### src/rtl/input_debounce_sync.sv
// input_debounce_sync
//   Synchronises an asynchronous, bouncy input into the clk domain. A new
//   level reaches dout only after it has held for STABLE_CYCLES en-qualified
//   ticks. dout comes straight from a flop, so it is glitch-free.
//   Optional feature macro: DEBOUNCE_EDGE_EN adds the registered rise/fall
//   pulse outputs. With the macro undefined those ports do not exist.
module input_debounce_sync #(
    parameter int unsigned SYNC_STAGES   = 2,
    parameter int unsigned STABLE_CYCLES = 16,
    parameter logic        RESET_LEVEL   = 1'b0
) (
    input  logic clk,
    input  logic clr,
    input  logic en,
    input  logic din,
    output logic dout,
    output logic busy
`ifdef DEBOUNCE_EDGE_EN
    ,
    output logic rise,
    output logic fall
`endif
);

    localparam int unsigned CW = $clog2(STABLE_CYCLES + 1);
    localparam logic [CW-1:0] LAST = CW'(STABLE_CYCLES - 1);

    typedef enum logic {
        IDLE   = 1'b0,
        SETTLE = 1'b1
    } state_t;

    state_t                 state_q;
    state_t                 state_d;
    logic [CW-1:0]          cnt_q;
    logic [CW-1:0]          cnt_d;
    logic                   dout_q;
    logic                   dout_d;
    logic [SYNC_STAGES-1:0] sync_q;
    logic                   s;

    assign s = sync_q[SYNC_STAGES-1];

    // Synchroniser chain: shifts every cycle, independent of en.
    always_ff @(posedge clk or negedge clr) begin
        if (!clr) begin
            sync_q <= {SYNC_STAGES{RESET_LEVEL}};
        end else begin
            sync_q <= {sync_q[SYNC_STAGES-2:0], din};
        end
    end

    // Qualification FSM: next state, next count and next output level.
    always_comb begin
        state_d = state_q;
        cnt_d   = cnt_q;
        dout_d  = dout_q;
        case (state_q)
            IDLE: begin
                cnt_d = '0;
                if ((s != dout_q) && en) begin
                    // A single-tick filter needs no SETTLE visit; the
                    // qualifying tick itself commits the new level.
                    if (STABLE_CYCLES == 1) begin
                        dout_d = s;
                    end else begin
                        state_d = SETTLE;
                        cnt_d   = CW'(1);
                    end
                end
            end
            SETTLE: begin
                if (s == dout_q) begin
                    // Bounce back to the current level: abort, and
                    // discard the partial count.
                    state_d = IDLE;
                    cnt_d   = '0;
                end else if (en) begin
                    if (cnt_q == LAST) begin
                        dout_d  = s;
                        state_d = IDLE;
                        cnt_d   = '0;
                    end else begin
                        cnt_d = cnt_q + CW'(1);
                    end
                end
            end
            default: begin
                state_d = IDLE;
                cnt_d   = '0;
            end
        endcase
    end

    // State, counter and debounced output registers.
    always_ff @(posedge clk or negedge clr) begin
        if (!clr) begin
            state_q <= IDLE;
            cnt_q   <= '0;
            dout_q  <= RESET_LEVEL;
        end else begin
            state_q <= state_d;
            cnt_q   <= cnt_d;
            dout_q  <= dout_d;
        end
    end

    assign dout = dout_q;
    assign busy = (state_q == SETTLE);

`ifdef DEBOUNCE_EDGE_EN
    logic rise_q;
    logic fall_q;

    // Edge pulses: registered alongside dout so they align with its change.
    always_ff @(posedge clk or negedge clr) begin
        if (!clr) begin
            rise_q <= 1'b0;
            fall_q <= 1'b0;
        end else begin
            rise_q <= dout_d & ~dout_q;
            fall_q <= ~dout_d & dout_q;
        end
    end

    assign rise = rise_q;
    assign fall = fall_q;
`endif

endmodule
### config.mk
export PLATFORM = sky130hd
export DESIGN_NAME = input_debounce_sync
export DESIGN_NICKNAME = d
export VERILOG_FILES = /design/src/rtl/input_debounce_sync.sv
export SDC_FILE = /design/constraint.sdc
export NUM_CORES = 1
export LEC_CHECK = 0
export CORE_AREA = 2 2 39 41
export DETAILED_ROUTE_END_ITERATION = 7
export DIE_AREA = 0 0 41 43
export GPL_TIMING_DRIVEN = 0
export PLACE_DENSITY = 0.53
export SYNTH_ARGS = -nofsm -noshare
export SYNTH_HDL_FRONTEND = slang
export SYNTH_SLANG_ARGS = --single-unit
### constraint.sdc
create_clock -name clk -period 1.76 [get_ports clk]
set_input_delay 0.352 -clock clk [delete_from_list [all_inputs] [get_ports clk]]
set_output_delay 0.352 -clock clk [all_outputs]
set_load 0.03 [all_outputs]
==> results of run 1 <==
how the worst min path moves through the flow:
stage	end	cells past startpoint
6_report	sync_q[1]$_DFF_PN0_	0
5_1_grt	sync_q[1]$_DFF_PN0_	0
4_1_cts	sync_q[1]$_DFF_PN0_	0
3_5_place_dp	sync_q[1]$_DFF_PN0_	0
3_3_place_gp	sync_q[1]$_DFF_PN0_	0
2_1_floorplan	busy$_DFF_PN0_	0
Yosys cell counts, drive strengths merged, types with 2 or more instances:
master / number / area [um^2]
a21oi: 3 / 15.0
nand2: 3 / 11.3
nand3: 3 / 20.0
nand2b: 3 / 18.8
nor2: 4 / 15.0
dfrtp: 9 / 225
nor3: 2 / 10.0
routing by layer:
layer,GRT usage,vias to the layer above
met5,0,-
met4,0.100,0
met3,0.0471,4
met2,0.131,10
met1,0.144,133
li1,-,142
state kept, by name (all words and copies together) (netlist names):
signal,flops
dout,1
busy,1
cnt_q,5
sync_q,2
final cells by class:
class	count	area (um^2)	share of cell area
Multi-Input combinational cell	26	160	0.328
Timing Repair Buffer	5	52.6	0.108
Inverter	1	3.75	0.00769
Clock buffer	4	26.3	0.0538
Sequential cell	9	225	0.462
Tap cell	16	20.0	0.0410
worst reg2reg max path, cell delays in order (launching register included):
cell and delay (ps):
dfrtp_1 410, ha_1 200, nand4b_1 190, nor2_1 210
mux2_2 350
kinds of logic (layout without fill, tap and decap cells):
family	after synthesis	after routing	share of synthesized area
simple gates	17	17	0.238
flops	9	9	0.579
compound gates	5	5	0.0675
xor+xnor	2	2	0.0450
fa+ha+maj	1	1	0.0321
mux	1	1	0.0289
buf+inv	1	10	0.00964
power by group through the flow:
stage	Clock [mW]	Sequential (mW)	Combinational, mW
after floorplan	0	0.224	0.00998
after global placement	0	0.222	0.0306
after detailed placement	0	0.222	0.0304
after CTS	0.165	0.218	0.0304
after global routing	0.181	0.219	0.0335
final	0.158	0.218	0.0297
repair_timing:
item,4_1_cts,5_1_grt
setup endpoints to repair,0,1
hold buffers,0,0
gates resized for setup,0,1
==> metrics, run 1 <==
Crit path max-delay family buffers and inverters; Clock Sinks 9; DRC Markers 0; Placer Congestion 0.700; crit-path cells clkdlybuf4s50_1; crit end category output port; final wirelength 678 um; number of global-route vias before repair 293; Area after DPL 459 um^2; top layer in use met4; sequential area share after synthesis 0.579; final setup violation count 0; Slowest cell on crit path clkdlybuf4s50_1; Internal about 310 uW; final core occ 0.353; leading register cell type out of synthesis dfrtp_1; die height 43 um; leakage 0.209 nW; worst reg2reg endpoint dout$_DFFE_PN0P_; grt ovf 0; clk slew on worst S/H paths 60 ps; #FFs+latches synth 9; Final ANT Viol Nets 0; Starting Density 0.281; cell count after synthesis 36; worst hold start sync_q[0]$_DFF_PN0_; Rows 14; layout cells sized above 1 0.111; total power 406 uW; 1st-iter DRT viols 6; CP Launch Type flip-flop; maximum root-to-sink buffer count 2; Reg2Reg Setup Slack 290 ps; largest net degree at the start of global routing 10; critical path class flip-flop to output port; Critical Path Max Stage Delay between 600 and 700 ps; status finished, final reports clean; Syn Area/Cell about 11 um^2; Crit path required time 1410 ps; first-pass GRT wire length 1.24 mm; Slew Limit Fails 0; Max rail drop VDD 0.000239 V; Min Hold Slack between 300 and 400 ps; Crit. Startpoint dout$_DFFE_PN0P_; initial antenna violation count 0; met2 WL 276 um; Pre-antenna DRT Iters 4; Root Driver clkbuf_4; Core ar. about 1400 um^2; number of placed instances, taps included 57; crit path time final 1670 ps; most common cell after layout, fill and taps aside dfrtp_1; pre-CTS setup slack about 88 ps; Comb pwr share 0.073; RSZ-0062 raised after global routing false; Vias/cell 4.74; Metal-1 WL roughly 350 um; final cell count without fillers 61; Post-synth EDFFs 0; Critical Path AT 1320 ps; crit share post-route 0.951; R2R depth 4; total track usage 0.111; worst-skew pair later-pin latency 260 ps; FF-to-FF Start cnt_q[0]$_DFFE_PN0P_; vias after detailed routing 289; PortBufs 5; Clk pwr share 0.389; filler instances 137; Routed wire per std cell approximately 11 um; Syn-to-layout area delta 25.4%; worst-margin pin slew around 410 ps; sequential share of power 0.537; crit-path max FO 3; setup bufs post-CTS 0; Final Skew slightly above 3 ps; mapped cell area approximately 390 um^2; Nets 51; Final Cell Area 488 um^2; Async SR Flop Fraction 1.00; HPWL Detailed about 480 um; switching part of the total 0.227; ANT cells 0; Setup TNS 0 ps; chip width 41 um; Unique masters post-synth 17; Hold Crit Class flip-flop to flip-flop; Die ar. 1760 um^2; WP buf/inv 1; Psw 92.1 uW; TritonCTS clock tree yes; critical path depth 1; endpoints failing hold 0; H-tree depth 1; Pwr Density 832 nW/um^2; commonest cells after routing, fill and taps aside 9 x dfrtp_1, 4 x nor2_1, 4 x clkdlybuf4s50_1; Max-slew headroom 0.723; Ports 6; Syn Nets 41; Worst Setup EP dout; setup ws final 86.0 ps; routed wl met3 32 um; maxcap violations 0; TritonCTS buffer count 3; Max Fclk roughly 600 MHz; Synth warnings 0
(Power assumes the default switching activity.)
==> run 2, diff against run 1 <==
==> constraint.sdc (replaced) <==
create_clock -name clk -period 1.76 [get_ports clk]
set_input_delay 0.176 -clock clk [delete_from_list [all_inputs] [get_ports clk]]
set_output_delay 0.176 -clock clk [all_outputs]
set_load 0.03 [all_outputs]
==> metrics, run 2 (same netlist as run 1, synthesis figures left out) <==
worst reg2reg endpoint dout$_DFFE_PN0P_; Slew Limit Fails 0 (unchanged); Pre-antenna DRT Iters 4 (unchanged); final setup violation count 0 (unchanged); crit-path cells clkdlybuf4s50_1; largest net degree at the start of global routing 10 (unchanged); chip width 41 um (unchanged); Crit. Startpoint busy$_DFF_PN0_; worst-margin pin slew 414 ps (-0.0218 ps); CP Launch Type flip-flop; Nets 51 (unchanged); worst-skew pair later-pin latency 260 ps (about the same); clk slew on worst S/H paths 60 ps (about the same); Root Driver clkbuf_4; leakage 0.196 nW (-5.9%); DRC Markers 0 (unchanged); crit-path max FO 5 (+2); setup bufs post-CTS 0 (unchanged); Resize count post-CTS 0 (unchanged); first-pass GRT wire length 1.24 mm (unchanged); Critical Path AT 1360 ps (+40 ps); status finished, final reports clean; crit share post-route 0.871 (-0.0800); crit path time final 1530 ps (-141 ps); Vias/cell 4.74 (unchanged); number of global-route vias before repair 293 (unchanged); most common cell after layout, fill and taps aside dfrtp_1; TritonCTS buffer count 3 (unchanged); Max Fclk 652 MHz (+9.2%); vias after detailed routing 289 (unchanged); Core ar. 1380 um^2 (unchanged); die height 43 um (unchanged); Setup TNS 0 ps (unchanged); Worst Setup EP busy; Final Skew 2.28 ps (-0.765 ps); Syn-to-layout area delta 24.8%; commonest cells after routing, fill and taps aside 9 x dfrtp_1, 5 x clkdlybuf4s50_1, 4 x nor2_1; crit end category output port; critical path depth 1 (unchanged); Critical Path Max Stage Delay 690 ps (about the same); Regs by FF count cnt_q (5), sync_q (2); FF-to-FF Start cnt_q[0]$_DFFE_PN0P_; Hold Crit Class input pin to async pin; ANT cells 0 (unchanged); H-tree depth 1 (unchanged); pre-CTS setup slack 264 ps (+176 ps); PortBufs 5 (unchanged); RSZ-0062 raised after global routing false; Crit path max-delay family buffers and inverters; maximum root-to-sink buffer count 2 (unchanged); Pwr Density 838 nW/um^2 (+0.72%); maxcap violations 0 (unchanged); layout cells sized above 1 0.111 (unchanged); endpoints failing hold 0 (unchanged); critical path class flip-flop to output port; Max rail drop VDD 0.000239 V (about the same); R2R depth 4 (unchanged); Rows 14 (unchanged); Die ar. 1760 um^2 (unchanged); max FFs per register 5 (unchanged); Reg2Reg Setup Slack 290 ps (about the same); Slowest cell on crit path clkdlybuf4s50_1; setup ws final 227 ps (+141 ps); Starting Density 0.281 (unchanged); Biggest register cnt_q; TritonCTS clock tree yes; Final Cell Area 485 um^2 (-0.51%); CTS Hold Bufs 0 (unchanged); final wirelength 678 um (unchanged); 1st-iter DRT viols 6 (unchanged); Area after DPL 459 um^2 (unchanged); WP buf/inv 1 (unchanged); Placer Congestion 0.700 (unchanged); grt ovf 0 (unchanged); Final ANT Viol Nets 0 (unchanged); initial antenna violation count 0 (unchanged); Crit path required time 1580 ps (+170 ps); Clock Sinks 9 (unchanged); HPWL Detailed 482 um (unchanged); total track usage 0.111 (unchanged); Ports 6 (unchanged); Max-slew headroom 0.723 (about the same); Routed wire per std cell 11.1 um (unchanged)
-- run 2: through the flow --
step / utilization / cells / total power [mW] / hold slack, ps
3_5_place_dp: 0.332 / 57 / 0.252 / 337
2_1_floorplan: - / 36 / 0.234 / -120
5_1_grt: 0.351 / 61 / 0.434 / 232
3_3_place_gp: 0.332 / 57 / 0.252 / 336
6_report: 0.351 / 61 / 0.407 / 213
4_1_cts: 0.351 / 61 / 0.414 / 223
-- run 2: worst register-to-register path: stages, from the launching register on --
cell	delay [ps]
dfrtp_1	410
ha_1	200
nand4b_1	190
nor2_1	210
mux2_2	350
-- run 2: area by class of cell --
cell class | count | area, um^2
Fill cell | 138 | 898
Multi-Input combinational cell | 26 | 160
Inverter | 1 | 3.75
Sequential cell | 9 | 225
Tap cell | 16 | 20.0
Timing Repair Buffer | 5 | 50.0
Clock buffer | 4 | 26.3
-- run 2: worst min-delay path by stage --
| stage | cells past startpoint | endpoint | from | slack (ps) |
|---|---|---|---|---|
| 3_3_place_gp | 0 | sync_q[1]$_DFF_PN0_ | sync_q[0]$_DFF_PN0_ | 340 |
| 6_report | 1 | cnt_q[1]$_DFFE_PN0P_ | clr | 210 |
| 5_1_grt | 1 | sync_q[1]$_DFF_PN0_ | clr | 230 |
| 3_5_place_dp | 0 | sync_q[1]$_DFF_PN0_ | sync_q[0]$_DFF_PN0_ | 340 |
| 2_1_floorplan | 0 | busy$_DFF_PN0_ | clr | -120 |
| 4_1_cts | 1 | cnt_q[1]$_DFFE_PN0P_ | clr | 220 |
-- run 2: per-layer routing --
layer  track usage  part of all wire  vias up
li1              -                 -      143
met1         0.144              0.51      132
met2         0.131              0.40       10
met3        0.0471             0.047        4
met4         0.100             0.032        0
met5             0                 0        -
-- run 2: report_power, final --
group	leakage (nW)	switching (mW)	internal [mW]
combinational	0.0629	0.0159	0.0140
clock	0.0150	0.0713	0.0873
sequential	0.118	0.00540	0.213
total	0.196	0.0926	0.314
==> run 3, diff against run 2 <==
- ABC_AREA: default -> 1
- PLACE_DENSITY: 0.53 -> 0.55
==> metrics, run 3 <==
status finished, final reports clean; Die ar. 1760 um^2 (unchanged); Root Driver clkbuf_4; sequential area share after synthesis 0.533 (-0.0462); Max-slew headroom 0.710 (-0.0129); CTS Hold Bufs 0 (unchanged); CP Launch Type flip-flop; Ports 6 (unchanged); WP buf/inv 1 (unchanged); Final Cell Area 520 um^2 (+7.2%); worst-skew pair later-pin latency 270 ps (about the same); chip width 41 um (unchanged); Final ANT Viol Nets 0 (unchanged); worst-margin pin slew 433 ps (+19.2 ps); number of global-route vias before repair 315 (+7.5%); Comb pwr share 0.088 (+0.014); Resize count post-CTS 0 (unchanged); largest net degree at the start of global routing 10 (unchanged); Critical Path AT 1370 ps (about the same); Biggest register cnt_q; Max Fclk 647 MHz (-0.81%); crit share post-route 0.878 (+0.00709); Starting Density 0.306 (+0.0244); Regs by FF count cnt_q (5), sync_q (2); Critical Path Max Stage Delay 690 ps (about the same); max FFs per register 5 (unchanged); Setup TNS 0 ps (unchanged); crit end category output port; area share of the largest cell type after synthesis 0.533 (-0.0462); final setup violation count 0 (unchanged); Async SR Flop Fraction 1.00 (unchanged); DRC Markers 0 (unchanged); Area after DPL 493 um^2 (+7.4%); Syn Nets 56 (+37%); final core occ 0.376 (+0.0253); Area contributors post-synth dfrtp_1 53%, nand2_1 12%, nand3_1 9.5%; clk slew on worst S/H paths 70 ps (about the same); Internal 312 uW (-0.54%); H-tree depth 1 (unchanged); PortBufs 5 (unchanged); Yosys top cell by area dfrtp_1; Hold Crit Class input pin to async pin; Final Skew 9.98 ps (+7.70 ps); Clk pwr share 0.386 (-0.004); setup bufs post-CTS 0 (unchanged); grt ovf 0 (unchanged); mapped cell area 423 um^2 (+8.7%); Post-synth top cells 14 x nand2_1, 9 x dfrtp_1, 8 x nand3_1; Rows 14 (unchanged); Routed wire per std cell 10.4 um (-6.8%); crit-path max FO 4 (-1); crit-path cells clkdlybuf4s50_1; Pre-antenna DRT Iters 3 (-1); ANT cells 0 (unchanged); Syn-to-layout area delta 23.1%; layout cells sized above 1 0.100 (-0.0111); vias after detailed routing 345 (+19%); switching part of the total 0.254 (+0.0261); pre-CTS setup slack 512 ps (+248 ps); initial antenna violation count 0 (unchanged); first-pass GRT wire length 1.30 mm (+5.6%); Psw 106 uW (+15%); Pwr Density 804 nW/um^2 (-4.0%); filler instances 158 (+14%); Vias/cell 4.54 (-4.2%); TritonCTS clock tree yes; Slew Limit Fails 0 (unchanged); Max rail drop VDD 0.000405 V (+70%); maximum root-to-sink buffer count 2 (unchanged); Placer Congestion 0.708 (+1.2%); final wirelength 787 um (+16%); Crit path max-delay family buffers and inverters; Clock Sinks 9 (unchanged); maxcap violations 0 (unchanged); #FFs+latches synth 9 (unchanged); cell count after synthesis 51 (+42%); leakage 0.281 nW (+43%); die height 43 um (unchanged); critical path class flip-flop to output port; Nets 66 (+29%); leading register cell type out of synthesis dfrtp_1; Core ar. 1380 um^2 (unchanged); Synth warnings 0 (unchanged); Slowest cell on crit path clkdlybuf4s50_1; total track usage 0.121 (+0.00992); Unique masters post-synth 11 (-6); 1st-iter DRT viols 2 (-4); most common cell after layout, fill and taps aside nand2_1; setup ws final 214 ps (-12.5 ps); TritonCTS buffer count 3 (unchanged); top-count cell post-synth nand2_1; Crit path required time 1580 ps (about the same); endpoints failing hold 0 (unchanged); HPWL Detailed 590 um (+22%); Post-synth EDFFs 0 (unchanged); crit path time final 1550 ps (+12.5 ps); RSZ-0062 raised after global routing false; sequential share of power 0.526 (-0.010); Syn Area/Cell 8.29 um^2 (-23%); Min Hold Slack 212 ps (-0.966 ps); commonest cells after routing, fill and taps aside 14 x nand2_1, 9 x dfrtp_1, 8 x nand3_1
[run 3: cell count changes in the layout (fill, tap and decap cells not counted), moves of 2 or more]
cell / delta
a21oi_1: -3
nor3_1: -2
inv_1: +6
nand2b_1: -3
nor2_1: +2
nand2_1: +11
nand3_1: +6
[run 3: layout make-up]
type / instances / area [um^2] / share of cell area
Sequential cell: 9 / 225 / 0.433
Clock inverter: 1 / 5.00 / 0.00962
Clock buffer: 3 / 22.5 / 0.0433
Inverter: 7 / 26.3 / 0.0505
Timing Repair Buffer: 5 / 50.0 / 0.0962
Multi-Input combinational cell: 35 / 171 / 0.329
Tap cell: 16 / 20.0 / 0.0385
[run 3: cell families (layout without fill, tap and decap cells)]
family | Yosys count | after routing | share of synthesized area
AO/OA/AOI/OAI | 2 | 2 | 0.0237
XOR/XNOR | 1 | 1 | 0.0207
adder cells (fa/ha/maj) | 1 | 1 | 0.0296
buffers and inverters | 7 | 16 | 0.0621
flip-flops | 9 | 9 | 0.533
AND/OR/NAND/NOR | 31 | 31 | 0.331
[run 3: power by group through the flow]
stage	logic [mW]	clock network, mW	registers, mW
2_1_floorplan	0.0147	0	0.227
3_3_place_gp	0.0374	0	0.224
3_5_place_dp	0.0372	0	0.224
4_1_cts	0.0375	0.168	0.220
5_1_grt	0.0421	0.177	0.221
6_report	0.0367	0.162	0.220
[run 3: final timing paths]
kind | cells after the start | to | slack, ps | from
hold / removal | 1 | cnt_q[2]$_DFFE_PN0P_ | 210 | clr
setup / recovery | 1 | busy | 210 | busy$_DFF_PN0_
setup reg to reg | 4 | dout$_DFFE_PN0P_ | 580 | cnt_q[0]$_DFFE_PN0P_
min in group clk | 1 | sync_q[0]$_DFF_PN0_ | 340 | din
max in group asynchronous | 1 | cnt_q[0]$_DFFE_PN0P_ | 1240 | clr
hold reg to reg | 0 | sync_q[1]$_DFF_PN0_ | 350 | sync_q[0]$_DFF_PN0_
[run 3: metrics by stage]
| stage | total power, mW | std cells |
|---|---|---|
| after floorplan | 0.241 | 51 |
| after global placement | 0.261 | 72 |
| after detailed placement | 0.261 | 72 |
| after CTS | 0.425 | 76 |
| after global routing | 0.440 | 76 |
| final | 0.419 | 76 |
[run 3: layer usage]
| metal | track usage | part of all wire |
|---|---|---|
| met3 | 0.0314 | 0.043 |
| met1 | 0.146 | 0.49 |
| met2 | 0.159 | 0.42 |
| met4 | 0.120 | 0.048 |
| met5 | 0 | 0 |
